==> src/rtl/fa_pkg.sv <==
// Shared types and constants for the bit-serial add/subtract controller.
package fa_pkg;

  typedef enum logic [1:0] {
    IDLE = 2'd0,
    RUN  = 2'd1,
    DONE = 2'd2
  } state_t;

  localparam logic OP_ADD = 1'b0;
  localparam logic OP_SUB = 1'b1;

endpackage

==> src/rtl/fa_bit.sv <==
// One-bit full adder cell, reused every bit step by the serial controller.
module fa_bit (
  input  logic a,
  input  logic b,
  input  logic cin,
  output logic sum,
  output logic cout
);

  assign sum  = a ^ b ^ cin;
  assign cout = (a & b) | (a & cin) | (b & cin);

endmodule

==> src/rtl/fa_serial_ctrl.sv <==
// Bit-serial add/subtract: one full-adder cell stepped over W cycles, LSB first,
// with valid/ready handshakes on the operand and result sides.
module fa_serial_ctrl
  import fa_pkg::*;
#(
  parameter int unsigned W = 8
) (
  input  logic         clk,
  input  logic         rst,
  input  logic         in_valid,
  output logic         in_ready,
  input  logic [W-1:0] a,
  input  logic [W-1:0] b,
  input  logic         sub,
  output logic         out_valid,
  input  logic         out_ready,
  output logic [W-1:0] sum,
  output logic         cout,
  output logic         ovf
);

  localparam int unsigned CW = $clog2(W);

  state_t        state;
  state_t        state_d;
  logic [CW-1:0] cnt;
  logic [W-1:0]  sh_a;
  logic [W-1:0]  sh_b;
  logic [W-1:0]  sh_s;
  logic          carry;
  logic          fa_s;
  logic          fa_c;
  logic          is_idle;
  logic          is_run;
  logic          is_done;
  logic          last;

  // The unused encoding 2'd3 behaves as IDLE.
  assign is_run  = (state == RUN);
  assign is_done = (state == DONE);
  assign is_idle = !is_run && !is_done;
  assign last    = (cnt == CW'(W - 1));

  fa_bit u_fa_bit (
    .a    (sh_a[0]),
    .b    (sh_b[0]),
    .cin  (carry),
    .sum  (fa_s),
    .cout (fa_c)
  );

  always_comb begin
    state_d = state;
    case (state)
      RUN:     if (last) state_d = DONE;
      DONE:    if (out_ready) state_d = IDLE;
      default: state_d = in_valid ? RUN : IDLE;
    endcase
  end

  // Subtraction loads ~b with carry-in 1, so the same cell computes a + ~b + 1.
  always_ff @(posedge clk) begin
    if (rst) begin
      state <= IDLE;
      cnt   <= '0;
      carry <= 1'b0;
      sh_a  <= '0;
      sh_b  <= '0;
      sh_s  <= '0;
      cout  <= 1'b0;
      ovf   <= 1'b0;
    end else begin
      state <= state_d;
      if (is_idle && in_valid) begin
        sh_a  <= a;
        sh_b  <= (sub == OP_ADD) ? b : ~b;
        carry <= (sub == OP_SUB);
        cnt   <= '0;
      end else if (is_run) begin
        sh_s  <= {fa_s, sh_s[W-1:1]};
        sh_a  <= {1'b0, sh_a[W-1:1]};
        sh_b  <= {1'b0, sh_b[W-1:1]};
        carry <= fa_c;
        cnt   <= last ? '0 : cnt + CW'(1);
        if (last) begin
          cout <= fa_c;
          ovf  <= carry ^ fa_c;
        end
      end
    end
  end

  assign in_ready  = is_idle;
  assign out_valid = is_done;
  assign sum       = sh_s;

endmodule
==> config.mk <==
export PLATFORM = sky130hd
export DESIGN_NAME = fa_serial_ctrl
export DESIGN_NICKNAME = d
export VERILOG_FILES = /design/src/rtl/fa_pkg.sv /design/src/rtl/fa_bit.sv /design/src/rtl/fa_serial_ctrl.sv
export SDC_FILE = /design/constraint.sdc
export NUM_CORES = 1
export LEC_CHECK = 0
export ABC_CLOCK_PERIOD_IN_PS = 1450
export CAP_MARGIN = 40
export CORE_MARGIN = 2
export CORE_UTILIZATION = 49
export DETAILED_ROUTE_END_ITERATION = 10
export HOLD_SLACK_MARGIN = 0.06
export PLACE_DENSITY_LB_ADDON = 0.25
export REMOVE_ABC_BUFFERS = 1
export SLEW_MARGIN = 5
export SYNTH_ARGS = -nofsm -noshare
export SYNTH_HDL_FRONTEND = slang
export SYNTH_SLANG_ARGS = --single-unit
==> constraint.sdc <==
create_clock -name clk -period 1.45 [get_ports clk]
set_input_delay 0.29 -clock clk [delete_from_list [all_inputs] [get_ports clk]]
set_output_delay 0.29 -clock clk [all_outputs]
set_load 0.02 [all_outputs]
After elaboration in Yosys (flattened, before gate mapping)
Index checks and enable logic that the tools add are counted.
{ "classes": {"addsub": 1, "multipliers": 0, "div_mod_pow": 0, "n_lt_le_gt_ge": 0, "n_eq_ne": 5, "shifts": 0, "n_mux": 12, "n_bitwise": 10, "reduce_logical": 9} }
{ "ops": {"columns": ["cell", "count"], "rows": [
  ["two-way mux 8 bit", 5],
  ["NOT 8 bit", 1],
  ["two-way mux 2 bit", 2],
  ["one-hot mux 2 bit (2 select lines)", 1],
  ["AND reduction 2 bit", 2],
  ["adder 3 x 1 -> 3 bit (second input constant)", 1],
  ["AND 1 bit", 3],
  ["== test 3 bit (second input constant)", 1],
  ["two-way mux 1 bit", 3],
  ["two-way mux 3 bit", 1],
  ["AND reduction 3 bit", 1],
  ["XOR 1 bit", 3],
  ["== test 2 x 1 -> 1 bit (second input constant)", 1],
  ["== test 2 bit (second input constant)", 1],
  ["logical AND 1 bit", 2],
  ["logical NOT 1 bit", 2],
  ["inequality test 2 x 1 -> 1 bit (second input constant)", 1],
  ["inequality test 2 bit (second input constant)", 1],
  ["bitwise OR 1 bit", 2],
  ["nonzero test 2 bit", 1],
  ["OR reduction 2 bit", 1],
  ["NOT 1 bit", 1]
]} }
{ "totals": {"ff_bits": 32, "latchBits": 0, "ram_bits": 0, "rom_bits": 0, "out_inout_bits": 12, "mem_count": 0} }

Longest topological paths before layout
Gate-level depths: netlist of run 1.
{ "depth": {"depth_word": 6, "ltp_mapped": 7, "mapped_depth_nobuf": 5} }

Hierarchy
A second synthesis of run 1 with hierarchy kept.
{ "hier_totals": {"cells_unflattened": 143, "hier_area_um2": 1510.2} }
{ "by_module_without_submodules": {"columns": ["module", "n_inst", "cells_each", "area_per_inst_um2", "seq_area_each_um2"], "rows": [
  ["fa_serial_ctrl", 1, 142, 1490.2, 640.6],
  ["fa_bit", 1, 1, 20.0, 0.0]
]} }

Worst setup path after synthesis of run 1
OpenSTA, ideal clock, no wires.
{ "synth_path": {"path_type": "reg2reg", "startpoint": "reg state[0]", "endpoint": "reg sh_b[0]", "arrival_ps": 1416, "setup_slack_ps": -39, "stages_incl_launch_ff": 7, "n_path_buf": 1, "period_less_slack_ps": 1489, "path_cell_list": "dfxtp_1 -> inv_1 -> ha_1 -> nand2_1 -> or2_0 -> buf_6 -> o22ai_2"} }
{ "synth_between": {"elab_chain_cells": 5} }
{ "synth_rtl": {"columns": ["element", "line_no", "source"], "rows": [
  ["start: declaration", "fa_serial_ctrl.sv:24", "state_t state;"],
  ["start signal: assignment", "fa_serial_ctrl.sv:73", "state <= state_d;"],
  ["== test 2 x 1 -> 1 bit or == test 2 bit (tied branches)", "fa_serial_ctrl.sv:39, fa_serial_ctrl.sv:40", null],
  ["logical NOT 1 bit", "fa_serial_ctrl.sv:41", "assign is_idle = !is_run && !is_done;"],
  ["logical AND 1 bit *", "fa_serial_ctrl.sv:41", null],
  ["net in_ready", "fa_serial_ctrl.sv:11", "output logic in_ready,"],
  ["logical AND 1 bit *", "fa_serial_ctrl.sv:74", "if (is_idle && in_valid) begin"],
  ["two-way mux 8 bit or nonzero test 2 bit (tied branches)", null, null],
  ["end signal: assignment", "fa_serial_ctrl.sv:76", "sh_b <= (sub == OP_ADD) ? b : ~b;"],
  ["end signal: assignment", "fa_serial_ctrl.sv:82", "sh_b <= {1'b0, sh_b[W-1:1]};"],
  ["end: declaration", "fa_serial_ctrl.sv:28", "logic [W-1:0] sh_b;"]
]} }
The timed path passes the listed nets; every way through them passes the cells marked *.
A chain may end at the register's enable or synchronous reset.

Worst setup path in the final report of run 1
{ "layout_path": {"startpoint": "reg state[0]", "endpoint": "reg sh_b[6]"} }
{ "layout_between": {"elab_chain_cells": 5} }
{ "layout_rtl": {"columns": ["element", "line_no"], "rows": [
  ["== test 2 x 1 -> 1 bit or == test 2 bit (tied branches)", "fa_serial_ctrl.sv:39, fa_serial_ctrl.sv:40"],
  ["logical NOT 1 bit", "fa_serial_ctrl.sv:41"],
  ["logical AND 1 bit", "fa_serial_ctrl.sv:41"],
  ["logical AND 1 bit", "fa_serial_ctrl.sv:74"],
  ["two-way mux 8 bit or nonzero test 2 bit (tied branches)", null]
]} }
Parallel ways exist; a longest one is shown, timed or not.

==> implementation parameters, run 1 <==
Parameter                              Value

Route
  Drt wl/cell ... 13.72 µm
  Via count ... 1175
  Remaining number of nets flagged by the antenna check after routing ... 0
  Total wire length ... 3.073 mm
  Number of remaining DRC errors ... 0
  Violation count after the first detailed-route iteration ... 36
  Vias per cell ... 5.246
  Drt first pass iters ... 4

Setup path
  Crit path capture type ... register
  Worst Path Class, Setup ... reg2reg
  CP cell instances ... inv_2, ha_4, buf_6, nand2_4, or2_1, buf_6, o22ai_2
  Slowest-stage cell, CP ... sky130_fd_sc_hd__dfxtp_2
  CP arrival ... 1670 ps
  Worst path most repeated cell ... sky130_fd_sc_hd__buf_6
  CP peak stage delay ... 350 ps
  Maximum fanout encountered on the critical timing path ... 8
  Crit path required time ... 1720 ps
  CP startpoint kind ... register

Cells and area
  Final layout net count ... 217
  Area growth, synth to finish ... 39.52%
  Ratio of cells with drive above 1 in the final layout ... 0.2670
  Number of antenna cells inserted ... 0
  Number of standard cells in the final layout excluding fillers ... 224

Hold path
  Hold WC Path Type ... reg2reg

Logic synthesis
  Yosys Warn Count ... 0
  Synthesized area divided by synthesized cell count ... 10.60 µm²
  Synth Area in XOR/XNOR ... 0.05198
  Arithmetic-cell share of the synthesized area counting full adders, half adders and majority gates ... 0.05446
  Share of synthesized flip-flops with an asynchronous set or reset ... 0
  Area contributors post-synth ... sky130_fd_sc_hd__dfxtp_1 (42%), sky130_fd_sc_hd__mux2i_1 (18%), sky130_fd_sc_hd__o22ai_2 (5.8%)
  Cells after Synth ... 143
  Register bit total from synthesis ... 32
  Largest area contributor in the synthesized netlist ... sky130_fd_sc_hd__dfxtp_1
  Dominant combinational cell family by area after synthesis ... multiplexers
  Sequential share of the synthesized area ... 0.4224
  Count of flip-flops with a built-in enable after synthesis ... 0
  Cell variety after synth ... 24
  Most used flip-flop cell after synthesis ... sky130_fd_sc_hd__dfxtp_1
  Leading post-synthesis cells by instance count ... sky130_fd_sc_hd__dfxtp_1 (32), sky130_fd_sc_hd__mux2i_1 (27), sky130_fd_sc_hd__nor2_1 (20)
  Post-synthesis simple-gate area fraction ... 0.1048
  Cell area after synthesis ... 1516 µm²
  Compound-cell area share of the yosys netlist ... 0.1180
  Top-count cell post-synth ... sky130_fd_sc_hd__dfxtp_1
  Top-area cell type share of the netlist area ... 0.4224
  Portion of netlist area occupied by mux cells ... 0.1856

Pwr
  Lkg Pwr ... 0.8506 nW
  Design internal power ... 1.678 mW
  Clock Power Share ... 0.289
  Largest vdd supply drop ... 696.7 µV
  Share of power burned in combinational logic ... 0.280
  Pwr per Cell Area ... 1107 nW/µm²
  Switching share of power ... 0.2837
  Sequential share of power ... 0.432
  Switching power summed over all nets ... 0.6646 mW

Clocking
  Clock Pin Slew Worst Setup and Hold Paths ... 110 ps
  Root buffer selected by CTS ... sky130_fd_sc_hd__clkbuf_4
  Later-pin clock latency in the skew report ... 340 ps
  Number of sinks driven by the clock tree ... 32
  Clock buffers created by TritonCTS ... 5
  Worst-case clock buffer depth ... 2
  Number of H-tree branching levels ... 2
  CTS tree ... yes

Global route
  Total overflow reported by the global router ... 0
  All-layer global routing usage ... 0.1953
  Vias in the first global route ... 1169
  Wire length of the first global-routing pass ... 5.064 mm
  Number of antenna violations at the first check in global routing ... 0
  Largest net degree at the start of global routing ... 22

Placed design
  Placed insts ... 212
  Final weighted congestion of routability-driven global placement ... 0.7317
  Placement-stage worst setup slack ... -84.68 ps
  Placed wire-length estimate after detailed placement ... 2.104 mm
  Buffers on Ports ... 32

STA
  Worst slew margin ... 0.7977
  Final hold violations ... 0
  Post-route clock skew ... 9.129 ps
  Minimum clock period after layout ... 1407 ps
  Final setup margin ... 43.02 ps
  Tightest Pin Transition ... 301.3 ps
  Pins over their slew limit ... 0
  Unrepaired setup endpoints after global routing ... yes
  Finish-stage setup viols ... 0
  Maximum clock frequency ... 710.7 MHz
  Share of the cycle needed by the critical path after routing ... 0.9703

Die
  Width of the die ... 59.63 µm
  Chip Height ... 59.63 µm
  Number of top-level pins ... 33
  Area of the core region ... 3003 µm²
  Die Outline Area ... 3556 µm²
  Number of rows created at floorplan ... 20
  Initial core utilization ... 0.5050

Flow run
  Number of maximum-capacitance violations ... 0

Outcome
  Outcome ... finished clean
-- cells in the final DEF, fill, tap and decap left out, types with 2 or more instances in the layout --
cell type	netlist	layout
sky130_fd_sc_hd__a21oi_1	4	4
sky130_fd_sc_hd__xnor2_1	7	7
sky130_fd_sc_hd__clkdlybuf4s50_1	0	20
sky130_fd_sc_hd__inv_2	1	2
sky130_fd_sc_hd__nor2_1	20	20
sky130_fd_sc_hd__dfxtp_2	0	2
sky130_fd_sc_hd__buf_6	5	4
sky130_fd_sc_hd__nand2_1	3	2
sky130_fd_sc_hd__nand3_1	3	3
sky130_fd_sc_hd__a211oi_1	8	6
sky130_fd_sc_hd__buf_12	0	2
sky130_fd_sc_hd__dlygate4sd2_1	0	10
sky130_fd_sc_hd__mux2i_1	27	23
sky130_fd_sc_hd__clkbuf_4	0	5
sky130_fd_sc_hd__mux2i_2	0	3
sky130_fd_sc_hd__ha_1	5	2
sky130_fd_sc_hd__a211oi_2	0	2
sky130_fd_sc_hd__nand3b_1	2	2
sky130_fd_sc_hd__o22ai_2	7	6
sky130_fd_sc_hd__ha_4	0	2
sky130_fd_sc_hd__dfxtp_1	32	30
sky130_fd_sc_hd__nand2b_1	5	5
sky130_fd_sc_hd__buf_4	2	13
sky130_fd_sc_hd__xor2_1	2	2
-- cell families after synthesis --
| logic type | count (synthesis) |
|---|---|
| simple gates | 35 |
| flops | 32 |
| mux | 28 |
| compound gates | 20 |
| buf+inv | 13 |
| xor+xnor | 9 |
| fa+ha+maj | 6 |
-- power groups by stage --
stage          Sequential [mW]  Clock [mW]  Combinational [mW]
3_3_place_gp              1.02           0               0.543
4_1_cts                   1.00       0.684               0.599
2_1_floorplan             1.01           0               0.327
6_report                  1.01       0.676               0.656
5_1_grt                   1.02       0.720               0.706
3_5_place_dp              1.02           0               0.558
-- routing by layer --
layer / track usage / vias to the layer above / share of wire
li1: - / 588 / -
met1: 0.2233 / 550 / 0.45
met2: 0.3281 / 31 / 0.49
met3: 0.05459 / 6 / 0.041
met4: 0.1048 / 0 / 0.021
met5: 0 / - / 0
-- layout make-up --
type,count,area [µm²]
Timing Repair Buffer,50,475.5
Fill cell,231,887.1
Clock inverter,3,42.54
Inverter,3,11.26
Multi-Input combinational cell,98,864.6
Clock buffer,5,37.54
Tap cell,33,41.29
Sequential cell,32,643.1
-- sequential cells by signal (all words and copies together) (netlist names) --
name	cells
sh_a	8
ovf	1
sh_b	8
state	2
cnt	3
sum	8
carry	1
cout	1
-- path summary, 6_finish.rpt --
path	start	endpoint	slack (ps)	depth (start not counted)
max reg2reg	state[0]	sh_b[6]	40	7
min	cout	cout	470	2
max	state[0]	sh_b[6]	40	7
min reg2reg	cout	cout	470	2
-- through the flow --
stage	power [mW]	TNS (ps)	cell area [µm²]	hold slack, ps	utilization
CTS	2.285	0	2041	477.5	0.6796
detailed placement	1.578	-857.4	1924	465.0	0.6408
finish	2.343	0	2116	472.4	0.7046
global placement	1.558	-194.1	1924	450.4	0.6408
floorplan	1.341	-6049	1433	359.1	-
global route	2.446	-41.88	2116	498.7	0.7046
-- critical path: cells and delay by family (launching register included) --
kind | cells | cell delay (ps)
adder cells (fa/ha/maj) | 1 | 260
AO/OA/AOI/OAI | 1 | 130
flip-flops | 1 | 350
AND/OR/NAND/NOR | 2 | 290
buffers and inverters | 3 | 300
-- repair_timing --
action / CTS / global route
setup buffers: 1 / 2
pin swaps: 1 / 8
gates cloned: 1 / 0
gates resized for setup: 30 / 13
setup endpoints to repair: 30 / 14
hold buffers: 0 / 0
(Power assumes the default switching activity.)
==> run 2: changes to the inputs <==
--- a/config.mk
+++ b/config.mk
@@ -5,8 +5,9 @@
 export SDC_FILE = /design/constraint.sdc
 export NUM_CORES = 1
 export LEC_CHECK = 0
-export ABC_CLOCK_PERIOD_IN_PS = 1450
+export ABC_CLOCK_PERIOD_IN_PS = 1550
 export CAP_MARGIN = 40
+export CORE_ASPECT_RATIO = 0.9
 export CORE_MARGIN = 2
 export CORE_UTILIZATION = 49
 export DETAILED_ROUTE_END_ITERATION = 10
==> constraint.sdc (replaced) <==
create_clock -name clk -period 1.55 [get_ports clk]
set_input_delay 0.31 -clock clk [delete_from_list [all_inputs] [get_ports clk]]
set_output_delay 0.31 -clock clk [all_outputs]
set_load 0.02 [all_outputs]
==> run 2 against run 1 <==
Against the previous run:
- global-route usage shrank 2.5 points
- non-clock buffer count shrank 4
- worst setup slack gained 25 ps
- combinational power shrank 22%
- core utilization shrank 5.2 points
- total power shrank 19%
- clock skew shrank 1.9 ps
- sequential power shrank 7%
- critical path depth shrank 4
- die area is essentially flat
- critical path type is now reg2out
- largest cell class unchanged
==> implementation parameters, run 2 (synthesized netlist as in run 1, its figures left out) <==
Parameter                              Value

Outcome
  Outcome ... finished clean

Cells and area
  Fin util ... 0.6529 (-0.05170)
  Area growth, synth to finish ... 28.96%
  Sequential cell area ... 641.9 µm² (-0.19%)
  Commonest non-fill, non-tap cell in the layout ... sky130_fd_sc_hd__dfxtp_1
  Ratio of cells with drive above 1 in the final layout ... 0.1882 (-0.07884)
  Area occupied by multi-input gates ... 788.3 µm² (-8.8%)
  Final layout net count ... 213 (-1.8%)
  Number of standard cells in the final layout excluding fillers ... 228 (+1.8%)
  Number of antenna cells inserted ... 0 (unchanged)
  Layout fillers ... 263 (+14%)
  Most used cells in the layout excluding fill and tap cells ... sky130_fd_sc_hd__dfxtp_1 (31), sky130_fd_sc_hd__mux2i_1 (27), sky130_fd_sc_hd__nor2_1 (20), sky130_fd_sc_hd__clkdlybuf4s50_1 (20), sky130_fd_sc_hd__buf_4 (13)

Global route
  Number of antenna violations at the first check in global routing ... 0 (unchanged)
  Vias in the first global route ... 1132 (-3.2%)
  Total overflow reported by the global router ... 0 (unchanged)
  Largest net degree at the start of global routing ... 24 (+9.1%)
  Wire length of the first global-routing pass ... 4.733 mm (-6.5%)
  All-layer global routing usage ... 0.1707 (-0.02462)

STA
  Worst slew margin ... 0.8646 (+0.06691)
  Final hold violations ... 0 (unchanged)
  Maximum clock frequency ... 675.0 MHz
  Post-route clock skew ... 7.221 ps (-1.908 ps)
  Share of the cycle needed by the critical path after routing ... 0.9558
  Pins over their slew limit ... 0 (unchanged)
  Unrepaired setup endpoints after global routing ... no
  Final setup margin ... 68.47 ps (+25.45 ps)
  Minimum clock period after layout ... 1482 ps
  Hold WS ... 466.2 ps (-6.174 ps)
  Tightest Pin Transition ... 197.4 ps (-103.8 ps)
  Finish-stage setup viols ... 0 (unchanged)

Die
  Number of top-level pins ... 33 (unchanged)
  Width of the die ... 62.64 µm (+5.0%)
  Initial core utilization ... 0.5063 (+0.001266)
  Die Outline Area ... 3556 µm² (about the same)
  Chip Height ... 56.78 µm (-4.8%)
  Number of rows created at floorplan ... 19 (-5.0%)
  Area of the core region ... 2995 µm² (-0.25%)

Setup path
  CP arrival ... 1170 ps (-500 ps)
  CP cell instances ... inv_1, ha_1, buf_2
  Cell type group with the largest total delay on the critical path ... flip-flops
  FF-to-FF setup slack ... 90 ps (+50 ps)
  Crit path capture type ... primary output
  Critical path buffer and inverter count ... 2 (-1)
  CP startpoint kind ... register
  Crit path required time ... 1240 ps (-480 ps)
  Worst Path Class, Setup ... reg2out
  CP peak stage delay ... 330 ps (-20 ps)
  Maximum fanout encountered on the critical timing path ... 2 (-6)
  Slowest-stage cell, CP ... sky130_fd_sc_hd__dfxtp_2

Route
  Total wire length ... 2.802 mm (-8.8%)
  Vias per cell ... 4.934 (-5.9%)
  Violation count after the first detailed-route iteration ... 44 (+22%)
  Via count ... 1125 (-4.3%)
  Remaining number of nets flagged by the antenna check after routing ... 0 (unchanged)
  Number of remaining DRC errors ... 0 (unchanged)
  Drt wl/cell ... 12.29 µm (-10%)
  Drt first pass iters ... 4 (unchanged)

Placed design
  Placed wire-length estimate after detailed placement ... 2.075 mm (-1.4%)
  Placed insts ... 221 (+4.2%)
  Final weighted congestion of routability-driven global placement ... 0.7714 (+5.4%)
  Placement-stage worst setup slack ... -20.92 ps (+63.76 ps)
  Buffers on Ports ... 32 (unchanged)

Clocking
  Clock Pin Slew Worst Setup and Hold Paths ... 100 ps (about the same)
  Later-pin clock latency in the skew report ... 340 ps (about the same)
  CTS tree ... yes
  Postcts setup bufs ... 0 (-1)
  Root buffer selected by CTS ... sky130_fd_sc_hd__clkbuf_4
  Worst-case clock buffer depth ... 2 (unchanged)
  Number of sinks driven by the clock tree ... 32 (unchanged)
  Number of H-tree branching levels ... 2 (unchanged)
  Clock buffers created by TritonCTS ... 5 (unchanged)

Pwr
  Lkg Pwr ... 0.7901 nW (-7.1%)
  Total power consumption of the routed design ... 1.888 mW (-19%)
  Pwr per Cell Area ... 965.5 nW/µm² (-13%)
  Largest vdd supply drop ... 639.2 µV (-8.2%)

Hold path
  Hold WC Path Type ... reg2reg

Flow run
  Number of maximum-capacitance violations ... 0 (unchanged)
[run 2: layer usage]
layer | wire [µm] | vias to the layer above | GRT usage
li1 | - | 579 | -
met1 | 1278 | 513 | 0.1932
met2 | 1341 | 25 | 0.2903
met3 | 109 | 8 | 0.04409
met4 | 73 | 0 | 0.1016
met5 | 0 | - | 0
[run 2: where the power goes]
group | internal [mW] | leakage, nW | switching (mW)
sequential | 0.893 | 0.262 | 0.0433
clock | 0.167 | 0.0281 | 0.272
combinational | 0.274 | 0.500 | 0.238
total | 1.33 | 0.790 | 0.554
[run 2: final timing paths]
check	from	endpoint	cells past startpoint
hold reg to reg	cout	cout	2
hold / removal	cout	cout	2
setup reg to reg	state[0]	sh_b[5]	8
setup / recovery	state[0]	in_ready	3
[run 2: cell type report]
class | count | area share
timing repair buffer | 46 | 0.2124
sequential | 32 | 0.3282
clock inverter | 1 | 0.002559
multi-input combinational | 98 | 0.4031
inverter | 3 | 0.005758
tap | 42 | 0.02687
clock buffer | 6 | 0.02111
[run 2: through the flow]
step           area (µm²)  TNS [ps]
2_1_floorplan        1433     -3949
3_3_place_gp         1923         0
3_5_place_dp         1923    -38.00
4_1_cts              1957         0
5_1_grt              1956         0
6_report             1956         0
[run 2: worst register-to-register path: stages, from the launching register on]
cell and delay [ps]:
sky130_fd_sc_hd__dfxtp_2 330, sky130_fd_sc_hd__inv_1 40, sky130_fd_sc_hd__ha_1 300, sky130_fd_sc_hd__buf_4 160
sky130_fd_sc_hd__nand2_2 70, sky130_fd_sc_hd__buf_4 120, sky130_fd_sc_hd__nand2b_1 70, sky130_fd_sc_hd__buf_4 150
sky130_fd_sc_hd__o22ai_2 150
[run 2: repair_timing]
action	4_1_cts	5_1_grt
resized for setup	17	3
setup endpoints to repair	13	18
hold buffers	0	0
pin swaps	0	3
